**src/rtl/piso_pkg.sv**
```systemverilog
// piso_pkg: shared types and helpers for the piso_sr_param serialiser.
//   piso_state_t : frame FSM state (IDLE = no frame held, SHIFT = frame in progress)
//   clog2_f      : constant ceil(log2) used to size the bit counter
package piso_pkg;

  typedef enum logic {
    IDLE  = 1'b0,
    SHIFT = 1'b1
  } piso_state_t;

  function automatic int clog2_f(input int value);
    int r;
    r = 0;
    while ((64'd1 << r) < 64'(value)) r++;
    return r;
  endfunction

endpackage

```
**src/rtl/piso_sr_param_frame_cnt.sv**
```systemverilog
// piso_frame_cnt: bit-position counter for one serial frame.
//   clk   : rising-edge clock
//   rst   : synchronous active-high reset, count returns to 0
//   clear : restart the frame at bit 0 (wins over en)
//   en    : advance to the next bit position
//   tc    : count is at the final bit of the frame (FL-1)
// Parameters: FL (frame length in bits), CNT_W (counter width, must hold FL-1).
module piso_frame_cnt
  import piso_pkg::*;
#(
  parameter int FL    = 8,
  parameter int CNT_W = clog2_f(FL)
) (
  input  logic clk,
  input  logic rst,
  input  logic clear,
  input  logic en,
  output logic tc
);

  logic [CNT_W-1:0] count;

  always_ff @(posedge clk) begin
    if (rst || clear) begin
      count <= '0;
    end else if (en) begin
      count <= count + CNT_W'(1);
    end
  end

  assign tc = (count == CNT_W'(FL - 1));

endmodule

```
**src/rtl/piso_sr_param.sv**
```systemverilog
// piso_sr_param: parameterised parallel-in/serial-out shift register with
// ready/valid handshakes on both the parallel load side and the serial side.
//   clk        : rising-edge clock
//   rst        : synchronous active-high reset
//   load_valid : producer offers a word on load_data
//   load_ready : word is accepted this cycle
//   load_data  : WIDTH-bit parallel word
//   ser_ready  : consumer takes the current serial bit
//   ser_valid  : ser_out carries a valid bit
//   ser_out    : current serial bit
//   ser_last   : current bit is the last bit of the frame
// Parameters: WIDTH (2..64), MSB_FIRST (1: load_data[WIDTH-1] first, 0: load_data[0] first).
// Build option: define PISO_PARITY_EN to append an even-parity bit to every frame.
module piso_sr_param
  import piso_pkg::*;
#(
  parameter int WIDTH     = 8,
  parameter int MSB_FIRST = 1
) (
  input  logic             clk,
  input  logic             rst,
  input  logic             load_valid,
  output logic             load_ready,
  input  logic [WIDTH-1:0] load_data,
  input  logic             ser_ready,
  output logic             ser_valid,
  output logic             ser_out,
  output logic             ser_last
);

`ifdef PISO_PARITY_EN
  localparam int FL = WIDTH + 1;
`else
  localparam int FL = WIDTH;
`endif
  localparam int CNT_W = clog2_f(WIDTH + 1);

  piso_state_t      state, state_next;
  logic [WIDTH-1:0] sr, sr_shifted;
  logic             head;
  logic             tc;
  logic             xfer, last_xfer, load_acc;

  assign xfer       = ser_valid && ser_ready;
  assign last_xfer  = xfer && ser_last;
  // Combinational from ser_ready so the next word lands in the same cycle
  // the previous frame's last bit leaves: gapless back-to-back frames.
  assign load_ready = !rst && ((state == IDLE) || last_xfer);
  assign load_acc   = load_valid && load_ready;

  // FSM state register
  always_ff @(posedge clk) begin
    if (rst) begin
      state <= IDLE;
    end else begin
      state <= state_next;
    end
  end

  // FSM next state
  always_comb begin
    state_next = state;
    case (state)
      IDLE:    if (load_acc) state_next = SHIFT;
      SHIFT:   if (last_xfer) state_next = load_acc ? SHIFT : IDLE;
      default: state_next = IDLE;
    endcase
  end

  // Shift register: head bit sits at the end selected by MSB_FIRST
  always_comb begin
    if (MSB_FIRST != 0) begin
      head       = sr[WIDTH-1];
      sr_shifted = {sr[WIDTH-2:0], 1'b0};
    end else begin
      head       = sr[0];
      sr_shifted = {1'b0, sr[WIDTH-1:1]};
    end
  end

  always_ff @(posedge clk) begin
    if (rst) begin
      sr <= '0;
    end else if (load_acc) begin
      sr <= load_data;
    end else if (xfer && !ser_last) begin
      sr <= sr_shifted;
    end
  end

  // Counter restarts on every load and returns to 0 when a frame ends.
  piso_frame_cnt #(
    .FL    (FL),
    .CNT_W (CNT_W)
  ) u_cnt (
    .clk   (clk),
    .rst   (rst),
    .clear (load_acc || last_xfer),
    .en    (xfer && !ser_last),
    .tc    (tc)
  );

`ifdef PISO_PARITY_EN
  logic parity;

  always_ff @(posedge clk) begin
    if (rst) begin
      parity <= 1'b0;
    end else if (load_acc) begin
      parity <= ^load_data;
    end
  end

  // With parity the terminal count is exactly the parity slot.
  always_comb begin
    ser_valid = (state == SHIFT);
    ser_last  = (state == SHIFT) && tc;
    ser_out   = 1'b0;
    if (state == SHIFT) ser_out = tc ? parity : head;
  end
`else
  // FSM outputs
  always_comb begin
    ser_valid = (state == SHIFT);
    ser_last  = (state == SHIFT) && tc;
    ser_out   = (state == SHIFT) && head;
  end
`endif

endmodule
```
**config.mk**
```make
export PLATFORM = sky130hd
export DESIGN_NAME = piso_sr_param
export DESIGN_NICKNAME = d
export VERILOG_FILES = /design/src/rtl/piso_pkg.sv /design/src/rtl/piso_sr_param_frame_cnt.sv /design/src/rtl/piso_sr_param.sv
export SDC_FILE = /design/constraint.sdc
export NUM_CORES = 1
export LEC_CHECK = 0
export BUFFER_PORTS_ARGS = -buffer_cell sky130_fd_sc_hd__buf_2
export CORE_AREA = 2 2 43 45
export DETAILED_ROUTE_END_ITERATION = 10
export DIE_AREA = 0 0 45 47
export GPL_TIMING_DRIVEN = 1
export PLACE_DENSITY = 0.64
export SLEW_MARGIN = 20
export SYNTH_ARGS = -nofsm -noshare
export SYNTH_HDL_FRONTEND = slang
export SYNTH_SLANG_ARGS = --single-unit
```
**constraint.sdc**
```tcl
create_clock -name clk -period 1.8 [get_ports clk]
set_input_delay 0.18 -clock clk [delete_from_list [all_inputs] [get_ports clk]]
set_output_delay 0.18 -clock clk [all_outputs]
set_load 0.05 [all_outputs]
```
==> impl_metrics.py, run 1 <==
metrics = {
    "worst_setup_path": {
        "max_stage_delay_ns": 0.37,
        "critPathArrivalTime_ns": 1.52,
        "worstPathMaxFanout": 10,
        "crit_path_start_kind": "flip-flop",
        "crit_required_ns": 1.62,
        "path_class": "flip-flop to output pin",
        "endpoint_kind": "output pin",
        "critPathSlowestCell": "dfxtp_1",
        "crit_chain": "ha_2, nand4b_4, a21oi_1, clkbuf_4",
    },
    "drt": {
        "drtIter0Drc": 14,
        "viasPerCell": 6.06,
        "drc": 0,
        "drtPass1Iterations": 4,
        "via_count": 660,
        "wl_per_cell_um": 15.3,
        "ant_nets": 0,
        "wirelength_um": 1670,
    },
    "synth": {
        "synthTopCellsByArea": "dfxtp_1, a311oi_1, a211oi_1",
        "synthTopCellsByCount": "dfxtp_1, nand4_1, a211oi_1, a311oi_1",
        "synth_top_cell_area_share": 0.374,
        "synth_cell_types": 28,
        "ys_seq_area_frac": 0.374,
        "yosysMostFrequentCell": "dfxtp_1",
        "synth_flop_cell": "dfxtp_1",
        "synthCells": 78,
        "yosysWarningCount": 0,
        "netlist.top_cell.by_area": "dfxtp_1",
        "synth_edf_count": 0,
        "synth_nets": 91,
        "synthArstFlopShare": 0,
        "ys_seq_elements": 13,
        "syn_area_um2": 696,
        "avgSynthCellArea_um2": 8.92,
    },
    "finish": {
        "nets": 106,
        "utilization": 0.482,
        "synthToLayoutAreaGrowth_pct": 14.4,
        "n_antenna_cell": 0,
        "drive_above_1_share": 0.261,
    },
    "job": {
        "maxCapViolations": 0,
    },
    "floorplanning": {
        "die_h_um": 47,
        "core_um2": 1650,
        "start_util": 0.421,
        "ios": 16,
        "die_area_um2": 2120,
        "die_w_um": 45,
        "rows": 15,
    },
    "sta": {
        "slew_viol_final": 0,
        "worst_pin_slew_ns": 0.457,
        "rsz0062_at_grt": "false",
        "max_freq_mhz": 588,
        "final.setup.tns_ns": 0,
        "setup_violations": 0,
        "timing.final.crit_share": 0.945,
        "max_slew_margin": 0.692,
        "finalCriticalPeriod_ns": 1.70,
        "hold_viol": 0,
        "clock-skew-final_ns": 0.00153,
    },
    "power_and_ir_drop": {
        "ir_drop_uv": 435,
        "p_leak_nw": 0.303,
        "power_density_nw_per_um2": 743,
    },
    "clock_network": {
        "clkLatencyLatePin_ns": 0.28,
        "numCtsBuffers": 3,
        "cts_htree_levels": 1,
        "cts_sinks": 13,
        "cts_tree": "yes",
        "clock-root-buffer": "clkbuf_4",
        "clk_pin_slew_worst_paths_ns": 0.08,
        "clockBufferDepth": 2,
    },
    "place": {
        "io_buffers": 15,
        "place_congestion": 0.743,
        "hpwl_um": 1110,
    },
    "grt": {
        "grt_pass1_wl_um": 2750,
        "grt_max_degree": 21,
        "gr-total-overflow": 0,
        "antenna_found_initial": 0,
        "grt_usage": 0.186,
        "grt_pass1_vias": 598,
    },
    "worst_hold_path": {
        "hold_class": "input pin to flip-flop",
    },
    "outcome": {
        "status": "finished, final reports clean",
    },
}
==> layer usage <==
metal / routed length [µm] / vias to the layer above / GRT usage
li1: - / 335 / -
met1: 813 / 303 / 0.250
met2: 739 / 20 / 0.280
met3: 99 / 2 / 0.0692
met4: 13 / 0 / 0.0529
met5: 0 / - / 0
==> flip-flops by register name (all words and copies together), names as in the netlist <==
name and flops:
sr 8, u_cnt.count 4, ser_valid 1
==> worst max-delay path, delay by kind of cell (launching register included) <==
family	cells	cell delay, ns
buffers and inverters	1	0.24
and+or+nand+nor	1	0.19
DFF	1	0.37
adders and majority gates	1	0.24
AOI/OAI and AO/OA	1	0.19
==> area by class of cell <==
| class | count | area [µm²] |
|---|---|---|
| well taps | 17 | 21.3 |
| clock buffers | 4 | 26.3 |
| repair buffers | 17 | 92.6 |
| fillers | 166 | 856 |
| inverters | 2 | 7.51 |
| flip-flops and latches | 13 | 260 |
| multi-input cells | 56 | 388 |
==> power breakdown <==
part / internal [mW] / switching, mW / total (mW)
combinational: 0.0338 / 0.0604 / 0.0942
clock: 0.0860 / 0.0960 / 0.182
sequential: 0.305 / 0.0101 / 0.315
==> metrics by stage <==
step	instances	setup slack (ns)	total power [mW]	instance area, µm²	hold WS [ns]
after global placement	104	0.192	0.413	756	0.415
after CTS	109	0.0153	0.596	791	0.135
after global routing	109	0.00211	0.629	796	0.149
after floorplan	78	0.0560	0.389	696	0.297
final	109	0.0987	0.591	796	0.137
after detailed placement	104	0.140	0.415	756	0.429
==> final timing paths <==
| kind | start | end | cells past startpoint | slack (ns) |
|---|---|---|---|---|
| max | u_cnt.count[0] | load_ready | 4 | 0.1 |
| max reg2reg | u_cnt.count[0] | u_cnt.count[3] | 5 | 0.14 |
| min reg2reg | u_cnt.count[0] | u_cnt.count[0] | 2 | 0.49 |
| min | load_valid | ser_valid | 3 | 0.14 |
==> repair_timing <==
action | 4_1_cts | 5_1_grt
pin swaps | 0 | 0
hold buffers | 0 | 0
setup buffers | 1 | 0
setup endpoints to repair | 1 | 2
resized for setup | 1 | 2
==> cells by family (layout without fill, tap and decap cells) <==
group / Yosys count / in the layout / share of synthesized area
buf+inv: 9 / 23 / 0.0737
xor+xnor: 1 / 1 / 0.0126
compound gates: 30 / 30 / 0.290
mux: 1 / 1 / 0.0144
fa+ha+maj: 1 / 1 / 0.0180
simple gates: 23 / 23 / 0.218
flops: 13 / 13 / 0.374
==> cell usage in the layout (no fill, tap or decap), types with 2 or more instances in the layout <==
| cell | Yosys | layout |
|---|---|---|
| buf_2 | 2 | 14 |
| dfxtp_1 | 13 | 13 |
| nand4_1 | 8 | 8 |
| a211oi_1 | 7 | 7 |
| a311oi_1 | 7 | 7 |
| a21oi_1 | 5 | 5 |
| o21ai_1 | 5 | 5 |
| clkbuf_4 | 0 | 4 |
| o21ai_0 | 3 | 3 |
| nand2_1 | 3 | 3 |
| and2_1 | 2 | 2 |
| nor2_1 | 2 | 2 |
| nand3_1 | 2 | 2 |
| buf_4 | 0 | 2 |
No activity file was read; power rests on OpenSTA's default activity.
==> inputs of run 2 (changes only) <==
--- a/config.mk
+++ b/config.mk
@@ -11,7 +11,9 @@
 export DIE_AREA = 0 0 45 47
 export GPL_TIMING_DRIVEN = 1
 export PLACE_DENSITY = 0.64
+export RECOVER_POWER = 100
 export SLEW_MARGIN = 20
 export SYNTH_ARGS = -nofsm -noshare
 export SYNTH_HDL_FRONTEND = slang
+export SYNTH_HIERARCHICAL = 1
 export SYNTH_SLANG_ARGS = --single-unit
==> run 2 against run 1 <==
Die area is the same. Sequential power is essentially flat. Global-route usage fell by 2.7 points. Hold slack improved by 0.024 ns. Utilization increased by 0.61 points. Total power increased by 0.80%.
==> impl_metrics.py, run 2 <==
metrics = {
    "finish": {
        "drive_above_1_share": 0.372,
        "layout_commonest_cell": "nand2_1",
        "nets": 108,
        "largest_reg_flops": 8,
        "synthToLayoutAreaGrowth_pct": 15.6,
        "fillers": 171,
        "largest_register": "sr",
        "multi_input_area_um2": 385,
        "n_antenna_cell": 0,
        "regArea_um2": 263,
        "stdcell_area_um2": 806,
        "most-common-layout-cells": "nand2_1, buf_2, dfxtp_1, nor3_1",
        "layoutNonFillerInstCount": 111,
    },
    "worst_setup_path": {
        "endpoint_kind": "output pin",
        "worstPathMaxFanout": 11,
        "r2r_start": "u_cnt/count[0]",
        "timing.rr.end": "sr[1]",
        "critPathArrivalTime_ns": 1.51,
        "startpoint": "u_cnt/count[0]",
        "crit_path_start_kind": "flip-flop",
        "r2r_slack_ns": 0.19,
        "ff2ff_path_depth": 7,
        "setup.worst_path.end": "load_ready",
        "crit_required_ns": 1.62,
        "path_class": "flip-flop to output pin",
    },
    "place": {
        "io_buffers": 15,
        "dpl-instance-area_um2": 796,
        "pre_cts_ws_ns": 0.126,
        "hpwl_um": 1020,
        "dp.cells": 107,
        "place_congestion": 0.695,
    },
    "drt": {
        "via_count": 609,
        "drc": 0,
        "wl_per_cell_um": 13.0,
        "drtPass1Iterations": 4,
        "drtIter0Drc": 17,
        "wirelength_um": 1450,
        "viasPerCell": 5.49,
        "ant_nets": 0,
    },
    "sta": {
        "setup_ws_ns": 0.112,
        "final.setup.tns_ns": 0,
        "timing.final.crit_share": 0.938,
        "setup_violations": 0,
        "clock-skew-final_ns": 0.00532,
        "rsz0062_at_grt": "false",
        "worst_pin_slew_ns": 0.588,
        "finalCriticalPeriod_ns": 1.69,
        "max_slew_margin": 0.610,
        "hold_viol": 0,
        "slew_viol_final": 0,
        "max_freq_mhz": 592,
    },
    "clock_network": {
        "numCtsBuffers": 3,
        "clkLatencyLatePin_ns": 0.27,
        "cts_tree": "yes",
        "cts_hold_buffers": 0,
        "cts_sinks": 13,
        "clock-root-buffer": "clkbuf_4",
        "cts_setup_buffers": 0,
        "cts_htree_levels": 1,
        "clk_pin_slew_worst_paths_ns": 0.08,
        "clockBufferDepth": 2,
    },
    "synth": {
        "ys_seq_elements": 13,
        "yosysMostFrequentCell": "nand2_1",
        "synth_flop_cell": "dfxtp_1",
        "netlist.top_cell.by_area": "dfxtp_1",
        "ys_seq_area_frac": 0.373,
        "avgSynthCellArea_um2": 9.29,
        "synthArstFlopShare": 0,
        "synth_nets": 88,
        "synthTopCellsByArea": "dfxtp_1, a311oi_2, nand2_1",
        "syn_area_um2": 697,
        "synthCells": 75,
        "yosysWarningCount": 6,
        "synth_edf_count": 0,
        "synth_cell_types": 26,
        "synthTopCellsByCount": "nand2_1, dfxtp_1, nor3_1",
        "synth_top_cell_area_share": 0.373,
    },
    "power_and_ir_drop": {
        "ir_drop_uv": 503,
        "power_density_nw_per_um2": 739,
        "power_mw": 0.596,
        "p_leak_nw": 0.325,
    },
    "worst_hold_path": {
        "hold_class": "input pin to flip-flop",
    },
    "grt": {
        "gr-total-overflow": 0,
        "grt_usage": 0.159,
        "grt_pass1_wl_um": 2420,
        "antenna_found_initial": 0,
        "grt_pass1_vias": 572,
        "grt_max_degree": 14,
    },
    "job": {
        "maxCapViolations": 0,
    },
    "floorplanning": {
        "die_area_um2": 2120,
        "ios": 16,
        "die_h_um": 47,
        "core_um2": 1650,
        "start_util": 0.422,
        "rows": 15,
        "die_w_um": 45,
    },
    "outcome": {
        "status": "finished, final reports clean",
    },
}
## run 2: kinds of logic (layout without fill, tap and decap cells)
kind of cell    Yosys count  count (layout)  share of synthesized area
fa+ha+maj                 1               1                     0.0180
simple gates             41              41                      0.309
mux                       2               2                     0.0305
xor+xnor                  1               1                     0.0126
compound gates           12              12                      0.206
flops                    13              13                      0.373
buf+inv                   5              24                     0.0502
## run 2: area by class of cell
class,instances,share of cell area
clock buffer,4,0.0326
inverter,1,0.00466
multi-input combinational,57,0.478
sequential,13,0.326
tap,17,0.0264
timing repair buffer,19,0.132
## run 2: power by group
part	internal, mW	switching (mW)
clock network	0.0858	0.0945
registers	0.303	0.0101
logic	0.0416	0.0606
## run 2: worst min-delay path by stage
stage | endpoint | depth (start not counted) | from
after global routing | ser_valid | 3 | load_valid
after global placement | ser_valid | 3 | load_valid
after floorplan | ser_valid | 2 | load_valid
after CTS | ser_valid | 3 | load_valid
final | ser_valid | 3 | load_valid
after detailed placement | ser_valid | 3 | load_valid
## run 2: what timing repair did
action                                  CTS  global route
pin swaps                                 0             0
endpoints found under the setup margin    1             1
gates resized for setup                   2             4
endpoints found under the hold margin     0             0
## run 2: routing by layer
layer  up-vias  global-route usage  wire length (µm)
met5         -                   0                 0
met4         0              0.0176                 0
met3         0              0.0692                85
met2        13               0.280               727
met1       291               0.187               633
li1        305                   -                 -
## run 2: stage by stage
step / hold WS (ns) / utilization
floorplan: 0.301 / -
global placement: 0.441 / 0.482
detailed placement: 0.452 / 0.482
CTS: 0.165 / 0.501
global route: 0.185 / 0.488
finish: 0.161 / 0.488
## run 2: worst max-delay path, stage by stage (launching register included)
cell	delay, ns
dfxtp_2	0.35
ha_2	0.19
nand2_1	0.06
nor2_2	0.13
a21boi_2	0.07
buf_4	0.17
nor2_2	0.09
buf_6	0.16
==> inputs of run 3 (changes only) <==
--- a/config.mk
+++ b/config.mk
@@ -7,6 +7,7 @@
 export LEC_CHECK = 0
 export BUFFER_PORTS_ARGS = -buffer_cell sky130_fd_sc_hd__buf_2
 export CORE_AREA = 2 2 43 45
+export CTS_BUF_LIST = sky130_fd_sc_hd__clkbuf_4 sky130_fd_sc_hd__clkbuf_8 sky130_fd_sc_hd__clkbuf_16
 export DETAILED_ROUTE_END_ITERATION = 10
 export DIE_AREA = 0 0 45 47
 export GPL_TIMING_DRIVEN = 1
==> run 3 against run 2 <==
Sequential power is essentially flat. Die area is the same. Maximum frequency shrank 0.20%. Utilization grew 0.23 points. Sequential cell count is the same. Largest power group unchanged.
==> impl_metrics.py, run 3 (synthesized netlist as in run 2, its figures left out) <==
metrics = {
    "outcome": {
        "status": "finished, final reports clean",
    },
    "drt": {
        "drc": 0,
        "wl_per_cell_um": 12.8,
        "ant_nets": 0,
        "wirelength_um": 1420,
        "drtIter0Drc": 19,
        "viasPerCell": 5.45,
        "via_count": 605,
        "drtPass1Iterations": 4,
    },
    "floorplanning": {
        "die_w_um": 45,
        "core_um2": 1650,
        "die_h_um": 47,
        "ios": 16,
        "rows": 15,
        "die_area_um2": 2120,
        "start_util": 0.422,
    },
    "sta": {
        "hold_viol": 0,
        "max_freq_mhz": 591,
        "setup_ws_ns": 0.109,
        "timing.final.crit_share": 0.940,
        "worst_pin_slew_ns": 0.588,
        "setup_violations": 0,
        "rsz0062_at_grt": "false",
        "final.setup.tns_ns": 0,
        "slew_viol_final": 0,
        "clock-skew-final_ns": 0.00370,
        "max_slew_margin": 0.609,
        "finalCriticalPeriod_ns": 1.69,
    },
    "grt": {
        "use_met3": 0.0692,
        "grt_max_degree": 14,
        "grt_use_met1": 0.187,
        "grt_usage": 0.155,
        "gr-total-overflow": 0,
        "grt_pass1_wl_um": 2370,
        "grt_pass1_vias": 561,
        "grt_busiest_layer": "met2",
        "antenna_found_initial": 0,
        "use_met2": 0.266,
    },
    "clock_network": {
        "clockBufferDepth": 2,
        "cts_tree": "yes",
        "clkLatencyLatePin_ns": 0.27,
        "cts_htree_levels": 1,
        "cts_hold_buffers": 0,
        "cts_setup_buffers": 0,
        "clk_pin_slew_worst_paths_ns": 0.08,
        "clock-root-buffer": "clkbuf_4",
        "numCtsBuffers": 3,
        "cts_sinks": 13,
    },
    "power_and_ir_drop": {
        "p_sw_mw": 0.165,
        "power_mw": 0.610,
        "ir_drop_uv": 529,
        "pwr-share-clk": 0.320,
        "p_leak_nw": 0.328,
        "power_density_nw_per_um2": 754,
        "p_int_mw": 0.445,
        "combPwrFrac": 0.166,
        "p_seq_frac": 0.514,
        "netSwitchingFraction": 0.270,
    },
    "finish": {
        "utilization": 0.490,
        "drive_above_1_share": 0.383,
        "nets": 108,
        "largest_reg_flops": 8,
        "layout_commonest_cell": "nand2_1",
        "synthToLayoutAreaGrowth_pct": 16.2,
        "n_antenna_cell": 0,
        "largest_register": "sr",
        "most-common-layout-cells": "nand2_1, buf_2, dfxtp_1, nor3_1",
    },
    "place": {
        "place_congestion": 0.695,
        "pre_cts_ws_ns": 0.126,
        "hpwl_um": 1020,
        "io_buffers": 15,
    },
    "worst_setup_path": {
        "crit_required_ns": 1.62,
        "crit_chain": "ha_2, nand2_1, nor2_2, a21boi_2, buf_4, nor2_2, buf_6",
        "crit_path_start_kind": "flip-flop",
        "max_stage_delay_ns": 0.35,
        "critPathSlowestCell": "dfxtp_2",
        "critPathArrivalTime_ns": 1.51,
        "path_delay_family": "flip-flops",
        "r2r_slack_ns": 0.21,
        "crit_path_frequent_cell": "nor2_2",
        "worstPathMaxFanout": 11,
        "path_buf_inv": 2,
        "path_class": "flip-flop to output pin",
        "endpoint_kind": "output pin",
    },
    "worst_hold_path": {
        "hold_class": "input pin to flip-flop",
    },
    "job": {
        "maxCapViolations": 0,
    },
}
run 3: cell counts in the layout (fill, tap and decap cells not counted):
Identical to the previous run, type by type.
run 3: worst reg2reg max path: stages, from the launching register on:
cell and delay [ns]:
dfxtp_2 0.35, ha_2 0.19, nand2_1 0.06, nor2_2 0.13, a21boi_2 0.07, or2_0 0.23, nand2_1 0.10, nor3b_1 0.06
mux2_1 0.28
run 3: final timing paths:
kind,from,to,cells past startpoint
setup / recovery,u_cnt/count[0],load_ready,7
hold / removal,load_valid,ser_valid,3
setup reg to reg,u_cnt/count[0],u_cnt/count[3],8
hold reg to reg,sr[4],sr[5],2
run 3: timing repair:
item / in CTS / in global routing
resized for setup: 2 / 4
setup endpoints to repair: 1 / 1
cloned: 0 / 0
run 3: cell type report:
cell class                      instances  area (µm²)
Sequential cell                        13         263
Fill cell                             171         842
Clock buffer                            4        30.0
Inverter                                1        3.75
Timing Repair Buffer                   19         106
Multi-Input combinational cell         57         385
Tap cell                               17        21.3
run 3: per-layer routing:
| metal | part of all wire | vias up | wire (µm) |
|---|---|---|---|
| met5 | 0 | - | 0 |
| met4 | 0 | 0 | 0 |
| met3 | 0.054 | 0 | 77 |
| met2 | 0.50 | 11 | 711 |
| met1 | 0.44 | 291 | 632 |
| li1 | - | 303 | - |
run 3: power groups by stage:
stage                     registers (mW)  clock network [mW]  logic (mW)
after CTS                          0.313               0.200       0.109
after global placement             0.319                   0       0.105
final                              0.313               0.195       0.102
after global routing               0.315               0.220       0.112
after detailed placement           0.319                   0       0.108
after floorplan                    0.322                   0      0.0719
run 3: per-stage QoR:
stage / cells / hold slack (ns) / instance area, µm²
floorplan: 75 / 0.301 / 701
global placement: 107 / 0.441 / 796
detailed placement: 107 / 0.452 / 796
CTS: 111 / 0.165 / 831
finish: 111 / 0.162 / 810
global route: 111 / 0.181 / 810
